### src/rtl/width_upsizer.sv
// Packs RATIO narrow beats into one wide word. A word is emitted one cycle after its completing beat
// (the RATIO-th beat or a din_last flush). A held output stalls the input side.
module width_upsizer #(
  parameter int WIDTH_DIN = 8,
  parameter int RATIO     = 2,
  parameter int MSB_FIRST = 1
) (
  input  logic                         clk,
  input  logic                         rstn,
  input  logic                         sclr,
  input  logic                         din_vld,
  output logic                         din_rdy,
  input  logic [WIDTH_DIN-1:0]         din,
  input  logic                         din_last,
  output logic                         dout_vld,
  input  logic                         dout_rdy,
  output logic [RATIO*WIDTH_DIN-1:0]   dout,
  output logic [RATIO-1:0]             dout_keep,
  output logic                         dout_last
);

  localparam int OW = RATIO * WIDTH_DIN;
  localparam int CW = (RATIO > 2) ? $clog2(RATIO) : 1;

  logic [CW-1:0]    cnt_q, cnt_d, lane;
  logic [OW-1:0]    acc_q, acc_d, merged, dout_q, dout_d;
  logic [RATIO-1:0] keep_q, keep_d, keep_merged, dkeep_q, dkeep_d;
  logic             dlast_q, dlast_d, dvld_q, dvld_d;
  logic             accept, complete;

  assign din_rdy  = !dvld_q || dout_rdy;
  assign accept   = din_vld && din_rdy;
  assign complete = accept && ((cnt_q == CW'(RATIO - 1)) || din_last);
  assign lane     = (MSB_FIRST != 0) ? (CW'(RATIO - 1) - cnt_q) : cnt_q;

  // Current beat merged into the accumulator; used both to extend the partial word and to emit it.
  always_comb begin
    merged      = acc_q;
    keep_merged = keep_q;
    for (int i = 0; i < RATIO; i++) begin
      if (lane == CW'(i)) begin
        merged[i*WIDTH_DIN +: WIDTH_DIN] = din;
        keep_merged[i]                   = 1'b1;
      end
    end
  end

  always_comb begin
    cnt_d   = cnt_q;
    acc_d   = acc_q;
    keep_d  = keep_q;
    dout_d  = dout_q;
    dkeep_d = dkeep_q;
    dlast_d = dlast_q;
    dvld_d  = dvld_q;
    if (sclr) begin
      cnt_d   = '0;
      acc_d   = '0;
      keep_d  = '0;
      dout_d  = '0;
      dkeep_d = '0;
      dlast_d = 1'b0;
      dvld_d  = 1'b0;
    end else if (complete) begin
      // A completing beat can only be accepted when the output slot is free or being consumed.
      dout_d  = merged;
      dkeep_d = keep_merged;
      dlast_d = din_last;
      dvld_d  = 1'b1;
      cnt_d   = '0;
      acc_d   = '0;
      keep_d  = '0;
    end else begin
      if (accept) begin
        acc_d  = merged;
        keep_d = keep_merged;
        cnt_d  = cnt_q + 1'b1;
      end
      if (dvld_q && dout_rdy) begin
        dvld_d = 1'b0;
      end
    end
  end

  always_ff @(posedge clk or negedge rstn) begin
    if (!rstn) begin
      cnt_q   <= '0;
      acc_q   <= '0;
      keep_q  <= '0;
      dout_q  <= '0;
      dkeep_q <= '0;
      dlast_q <= 1'b0;
      dvld_q  <= 1'b0;
    end else begin
      cnt_q   <= cnt_d;
      acc_q   <= acc_d;
      keep_q  <= keep_d;
      dout_q  <= dout_d;
      dkeep_q <= dkeep_d;
      dlast_q <= dlast_d;
      dvld_q  <= dvld_d;
    end
  end

  assign dout      = dout_q;
  assign dout_keep = dkeep_q;
  assign dout_last = dlast_q;
  assign dout_vld  = dvld_q;

endmodule
### config.mk
export PLATFORM = sky130hd
export DESIGN_NAME = width_upsizer
export DESIGN_NICKNAME = d
export VERILOG_FILES = /design/src/rtl/width_upsizer.sv
export SDC_FILE = /design/constraint.sdc
export NUM_CORES = 1
export LEC_CHECK = 0
export CORE_AREA = 2 2 61 63
export CTS_CLUSTER_SIZE = 40
export DETAILED_ROUTE_END_ITERATION = 6
export DIE_AREA = 0 0 63 65
export PLACE_DENSITY_LB_ADDON = 0.1
export SKIP_CTS_REPAIR_TIMING = 1
export SLEW_MARGIN = 10
export SYNTH_ARGS = -nofsm -noshare
export SYNTH_HDL_FRONTEND = slang
export SYNTH_SLANG_ARGS = --single-unit
### constraint.sdc
create_clock -name clk -period 2.1 [get_ports clk]
set_input_delay 0.315 -clock clk [delete_from_list [all_inputs] [get_ports clk]]
set_output_delay 0.315 -clock clk [all_outputs]
set_load 0.02 [all_outputs]
==> implementation parameters, run 1 <==
Parameter                              Value

Power
  Comb pwr share    between 20% and 30%
  Leak Pwr    0.8933 nW
  Part of the total power dissipated in sequential elements    a little over half
  NetSw    around 420 uW
  Worst IR drop on VDD    approximately 0.46 mV
  Clock share of power    around a quarter
  Int Pwr    1.049 mW
  Power per unit of standard cell area    slightly below 700 nW/um2
  Sw frac    between 20% and 30%

GRT
  Global-route wire length before repair    approximately 6500 um
  Number of global-route vias before repair    1324
  GRT Total Usage    a little over a fifth
  Largest net degree at the start of global routing    40
  Remaining global-route overflow    0
  Antenna violations before repair    0

Critical path
  Critical path cell sequence    clkdlybuf4s50_1, nor2b_4, inv_4, clkdlybuf4s50_1
  CP max-delay cell    clkdlybuf4s50_1
  Cell type group with the largest total delay on the critical path    buffers and inverters
  Setup CP Type    in2out
  Critical path's most frequent cell    clkdlybuf4s50_1
  Slack of the worst reg-to-reg path    about 0.53 ns
  Type of element launching the critical path    input port
  Endpoint class of the critical path    output pin
  Data arrival at the endpoint of the critical path    about 1.6 ns
  Buffers plus inverters on the worst setup path    3
  Required time reported for the critical path endpoint    1.78 ns
  CP max stage delay    roughly 0.54 ns
  Largest fanout on the critical path    7

Timing
  Min Hold Slack    0.3849 ns
  Max-slew headroom at the worst pin    between 50% and 60%
  Period minus WS final    1.935 ns
  Final setup fails    0
  Slew Viols, Final    0
  Final number of hold-violating endpoints    0
  Slew at the pin closest to its max-slew limit    approximately 0.73 ns
  Final TNS setup    0 ns
  Fraction of the cycle the final worst path needs    around 90%
  Setup repair after global routing missed its margin    false
  Clock skew after layout    0.002277 ns
  FMAX    a little over 0.5 GHz

CTS
  Root buffer cell    clkbuf_4
  Clock edge transition at the registers on the reported setup and hold paths    approximately 0.11 ns
  CTS HTree Levels    2
  Clk Latency, worst-skew pair    about 0.35 ns
  Total CTS buffers    5
  CTS tree    yes
  Clock Sinks    39
  Number of buffers between clock root and the deepest sink    2

Logic synthesis
  Synth area leaders    dfrtp_1, mux2i_1, a211oi_1
  Number of synthesized flops with an enable pin    0
  Adder-cell share of the synthesized area    0%
  Share of the synthesized area in the top cell type    between 50% and 60%
  Share of the yosys chip area belonging to registers    54.32%
  Average cell area after synthesis    about 12 um2
  Post-synthesis share of cell area spent on and, or, nand and nor gates    under 10%
  Main combinational cell family by area after synthesis    compound AO/OA/AOI/OAI gates
  Primary FF master, synth    dfrtp_1
  Number of distinct library cells after synthesis    27
  Complex-gate fraction of the synthesized area    21.52%
  Library cell with the highest instance count after synthesis    dfrtp_1
  Cells after Synth    between 100 and 150
  Synthesized Nets    between 150 and 200
  Most area-hungry cell type in the Yosys netlist    dfrtp_1
  Multiplexer share of the synthesized area    slightly below 9%
  Flop and latch count out of synthesis    39
  Synthesized-area fraction occupied by xor and xnor cells    0%
  Count of warnings emitted by yosys    0
  Netlist Area Pre-Place    ~1800 um2
  Fraction of registers with async set or reset after synthesis    100.0%
  Most common library cells after synthesis    dfrtp_1, a211oi_1, a31oi_1, mux2i_1, and2_1

Layout
  End-of-flow core utilization    62.31%
  Seq. cell area    975.9 um2
  Diode insertion count for antenna repair    0
  Filler-free cell count of the finished design    226
  # fillers    about 320
  Combined area of the multi-input logic cells    about 700 um2
  P&R area growth vs syn    21.24%
  Total number of nets in the final design    191
  Share of post-route cells with drive strength above 1    approximately 11%

Die
  Y dimension of the die    about 65 um
  Core area    ~3500 um2
  Full die area    slightly above 4000 um2
  Die X-Extent    63 um
  Starting Density    51.40%
  Number of top-level pins    35
  # rows    22

Routing
  Pre-antenna DRT Iters    4
  Antenna Nets Post-Route    0
  DRT Wirelength    about 3800 um
  Mean number of vias per cell    approximately 5.8
  Remaining DRCs    0
  Routed length per instance    about 17 um
  Initial drt markers    73
  Routed vias    ~1.3k

Place
  Number of port buffers    34
  Placed cell count    around 220
  HPWL reported at the end of detailed placement    2411 um
  Routability cong.    0.7975

Run status
  Status    completed

Job
  Max Cap Violations    0

Hold path
  Path category of the worst min-delay check    in2async
-- flip-flops by register name (all words and copies together) (netlist names) --
register and flops:
dout_last 1, cnt_q 1, acc_q 16, dout 16, dout_vld 1, keep_q 2, dout_keep 2
-- cells by family (layout without fill, tap and decap cells) --
family,count (synthesis),in the layout
AOI/OAI and AO/OA,53,53
buffers and inverters,17,51
DFF,39,39
muxes,16,16
and+or+nand+nor,19,19
-- power by group through the flow --
stage | Sequential [mW] | Combinational [mW] | Clock [mW]
3_3_place_gp | 0.821 | 0.292 | 0
3_5_place_dp | 0.822 | 0.299 | 0
6_report | 0.806 | 0.296 | 0.371
4_1_cts | 0.807 | 0.299 | 0.383
2_1_floorplan | 0.854 | 0.143 | 0
5_1_grt | 0.812 | 0.320 | 0.419
-- worst paths after layout --
check | from | to | depth (start not counted)
max | dout_rdy | din_rdy | 4
min | rstn | dout_last | 2
max reg2reg | dout_vld | acc_q[12] | 5
min reg2reg | keep_q[1] | keep_q[1] | 1
max in group asynchronous | rstn | dout[11] | 2
min in group clk | keep_q[1] | keep_q[1] | 1
-- layout make-up --
| class | instances | share of cell area [%] |
|---|---|---|
| Multi-Input combinational cell | 88 | 31.71 |
| Inverter | 3 | 0.7467 |
| Clock buffer | 7 | 2.068 |
| Sequential cell | 39 | 44.80 |
| Timing Repair Buffer | 40 | 17.69 |
| Tap cell | 48 | 2.757 |
| Clock inverter | 1 | 0.2298 |
-- metal layers --
metal / GRT usage [%] / wire (um) / vias up
met5: 0 / 0 / -
met4: 8.889 / 59 / 0
met3: 5.556 / 148 / 7
met2: 33.38 / 1852 / 25
met1: 27.34 / 1690 / 659
li1: - / - / 617
-- per-stage QoR --
stage | power, mW | setup WS, ns | area (um2)
floorplan | 0.9977 | 0.7283 | 1797
global placement | 1.113 | 0.1625 | 2128
detailed placement | 1.120 | 0.1141 | 2128
CTS | 1.490 | 0.1560 | 2178
global route | 1.551 | 0.1126 | 2178
finish | 1.474 | 0.1648 | 2178
-- layout by cell type, fill, tap and decap left out, drive strengths merged --
cell / instances
buf: 6
or2: 1
nand3: 2
nor2b: 1
dfrtp: 39
nor2: 3
mux2i: 16
nor4: 1
a31oi: 18
nor3: 1
clkinv: 1
clkbuf: 7
a41oi: 1
and2: 9
clkdlybuf4s50: 34
inv: 3
a211oi: 17
a21o: 1
o21ai: 2
o21a: 1
o31ai: 1
a22o: 7
a21oi: 5
nand4: 1
Note: power is estimated with default switching activity, not from simulation.
==> run 2: changes to the inputs <==
Settings changed: DONT_BUFFER_PORTS set to 1, PLACE_DENSITY set to 0.76, PLACE_DENSITY_LB_ADDON 0.1 to unset.
==> run 2 against run 1 <==
  * The run now ends with hold timing left
  * Clock power increased by 4%
  * Count of clock-buffer cells in the layout decreased by 1
  * Cell count decreased by 15%
  * Clock skew increased by 0.010 ns
  * Worst setup slack improved by 0.22 ns
  * Maximum frequency increased by 13%
  * Register-to-register slack got worse by 0.13 ns
==> implementation parameters, run 2 (synthesized netlist as in run 1, its figures left out) <==
Parameter                              Value

Routing
  Top layer reached by signal wires    met4
  Met3 routed wirelength    around 330 um
  Met1 Routed Length    ~1600 um
  Remaining DRCs    0
  Met2 routed wirelength    about 2000 um
  Antenna Nets Post-Route    0
  Routed vias    between 1k and 1.5k
  Mean number of vias per cell    between 6 and 7
  Initial drt markers    ~120
  DRT Wirelength    3987 um
  Routed length per instance    between 20 and 25 um
  Pre-antenna DRT Iters    4

Layout
  P&R area growth vs syn    3.064%
  Diode insertion count for antenna repair    0
  Commonest non-fill, non-tap cell in the layout    dfrtp_1
  Share of post-route cells with drive strength above 1    12.59%
  Highest-count cells in the layout ignoring fill and taps    dfrtp_1, a31oi_1, a211oi_1, mux2i_1, and2_1
  Seq. cell area    between 900 and 1000 um2
  Total number of nets in the final design    around 160
  Combined area of the multi-input logic cells    690.7 um2
  # fillers    between 300 and 400

Die
  Full die area    between 4000 and 5000 um2
  Number of top-level pins    35
  # rows    22
  Core area    about 3500 um2
  Y dimension of the die    65 um
  Die X-Extent    ~63 um
  Starting Density    between 50% and 60%

GRT
  GRT Total Usage    approximately a fifth
  Largest net degree at the start of global routing    40
  Number of global-route vias before repair    1215
  Global-route wire length before repair    about 6500 um
  Antenna violations before repair    0
  Remaining global-route overflow    0

Place
  HPWL reported at the end of detailed placement    2611 um
  Setup Slack @ Placement    0.4307 ns
  Routability cong.    0.7710
  Number of port buffers    0

Critical path
  Endpoint class of the critical path    output pin
  Critical path cell sequence    nor2b_4, inv_4
  CP max stage delay    between 0.4 and 0.5 ns
  Largest fanout on the critical path    24
  Type of element launching the critical path    flop
  CP max-delay cell    dfrtp_1
  Data arrival at the endpoint of the critical path    1.40 ns
  Setup CP Type    reg2out
  Required time reported for the critical path endpoint    around 1.8 ns

Timing
  Period minus WS final    1.716 ns
  Final number of hold-violating endpoints    7
  Final setup fails    0
  Max-slew headroom at the worst pin    52.00%
  Final worst-path setup slack    between 0.3 and 0.4 ns
  FMAX    approximately 0.58 GHz
  Setup repair after global routing missed its margin    false
  Clock skew after layout    ~0.012 ns
  Slew at the pin closest to its max-slew limit    just over 0.7 ns
  Slew Viols, Final    0
  Fraction of the cycle the final worst path needs    81.69%
  Min Hold Slack    -0.005489 ns
  Final TNS setup    0 ns

CTS
  Clock Sinks    39
  Clock edge transition at the registers on the reported setup and hold paths    0.12 ns
  CTS tree    yes
  Root buffer cell    clkbuf_4
  Clk Latency, worst-skew pair    0.37 ns
  CTS HTree Levels    2
  Total CTS buffers    5
  Number of buffers between clock root and the deepest sink    2

Power
  Leak Pwr    approximately 0.77 nW
  Worst IR drop on VDD    between 0.2 and 0.3 mV
  Int Pwr    981.4 uW
  NetSw    415.6 uW
  Clock share of power    about 28%
  Sw frac    between 20% and 30%
  Part of the total power dissipated in sequential elements    around three fifths
  Power per unit of standard cell area    ~750 nW/um2
  Comb pwr share    a little under an eighth

Run status
  Status    finished with violations
  Failing checks    hold timing

Job
  Max Cap Violations    0

Hold path
  Path category of the worst min-delay check    in2reg
[run 2: changes by cell type in the layout (fill, tap and decap cells not counted), sizes merged]
cell | before | now
dlygate4sd3 | 0 | 2
clkbuf | 7 | 6
buf | 6 | 3
clkinvlp | 0 | 1
clkdlybuf4s50 | 34 | 0
[run 2: metal layers]
| metal | track usage (%) | vias up |
|---|---|---|
| met3 | 8.507 | 9 |
| met1 | 26.61 | 630 |
| met2 | 32.18 | 38 |
| met4 | 9.444 | 0 |
| li1 | - | 546 |
| met5 | 0 | - |
[run 2: critical path, delay by kind of cell, from the launching register on]
| kind | cells | cell delay, ns |
|---|---|---|
| buffers and inverters | 1 | 0.20 |
| and+or+nand+nor | 1 | 0.35 |
| DFF | 1 | 0.47 |
[run 2: worst paths after layout]
check | startpoint | end | slack [ns] | cells after the start
worst max-delay path | dout_vld | din_rdy | 0.38 | 2
worst min-delay path | sclr | dout[0] | -0.005 | 1
worst max register to register | dout_vld | acc_q[9] | 0.40 | 4
worst min register to register | acc_q[2] | acc_q[2] | 0.50 | 1
max in group asynchronous | rstn | dout[2] | 1.50 | 2
min in group asynchronous | rstn | dout[13] | 0.38 | 2
[run 2: stage by stage]
step / cell area, um2 / total power [mW] / utilization (%) / hold slack, ns / cells
detailed placement: 1758 / 1.001 / 50.29 / 0.02075 / 180
floorplan: 1797 / 0.9977 / - / 0.01941 / 144
CTS: 1812 / 1.373 / 51.83 / -0.3717 / 188
global placement: 1758 / 0.9930 / 50.29 / 0.02054 / 180
finish: 1852 / 1.397 / 52.97 / -0.005489 / 191
global route: 1852 / 1.446 / 52.97 / -0.0001605 / 191
[run 2: area by class of cell]
type | instances | area share [%]
Multi-Input combinational cell | 88 | 37.30
Tap cell | 48 | 3.243
Inverter | 3 | 0.8784
Sequential cell | 39 | 52.70
Clock inverter | 2 | 0.6757
Clock buffer | 6 | 2.230
Timing Repair Buffer | 5 | 2.973
[run 2: power groups by stage]
| stage | combinational (mW) | sequential [mW] | clock [mW] |
|---|---|---|---|
| after floorplan | 0.143 | 0.854 | 0 |
| after global placement | 0.131 | 0.861 | 0 |
| after detailed placement | 0.138 | 0.863 | 0 |
| after CTS | 0.138 | 0.849 | 0.386 |
| after global routing | 0.180 | 0.852 | 0.414 |
| final | 0.162 | 0.848 | 0.387 |
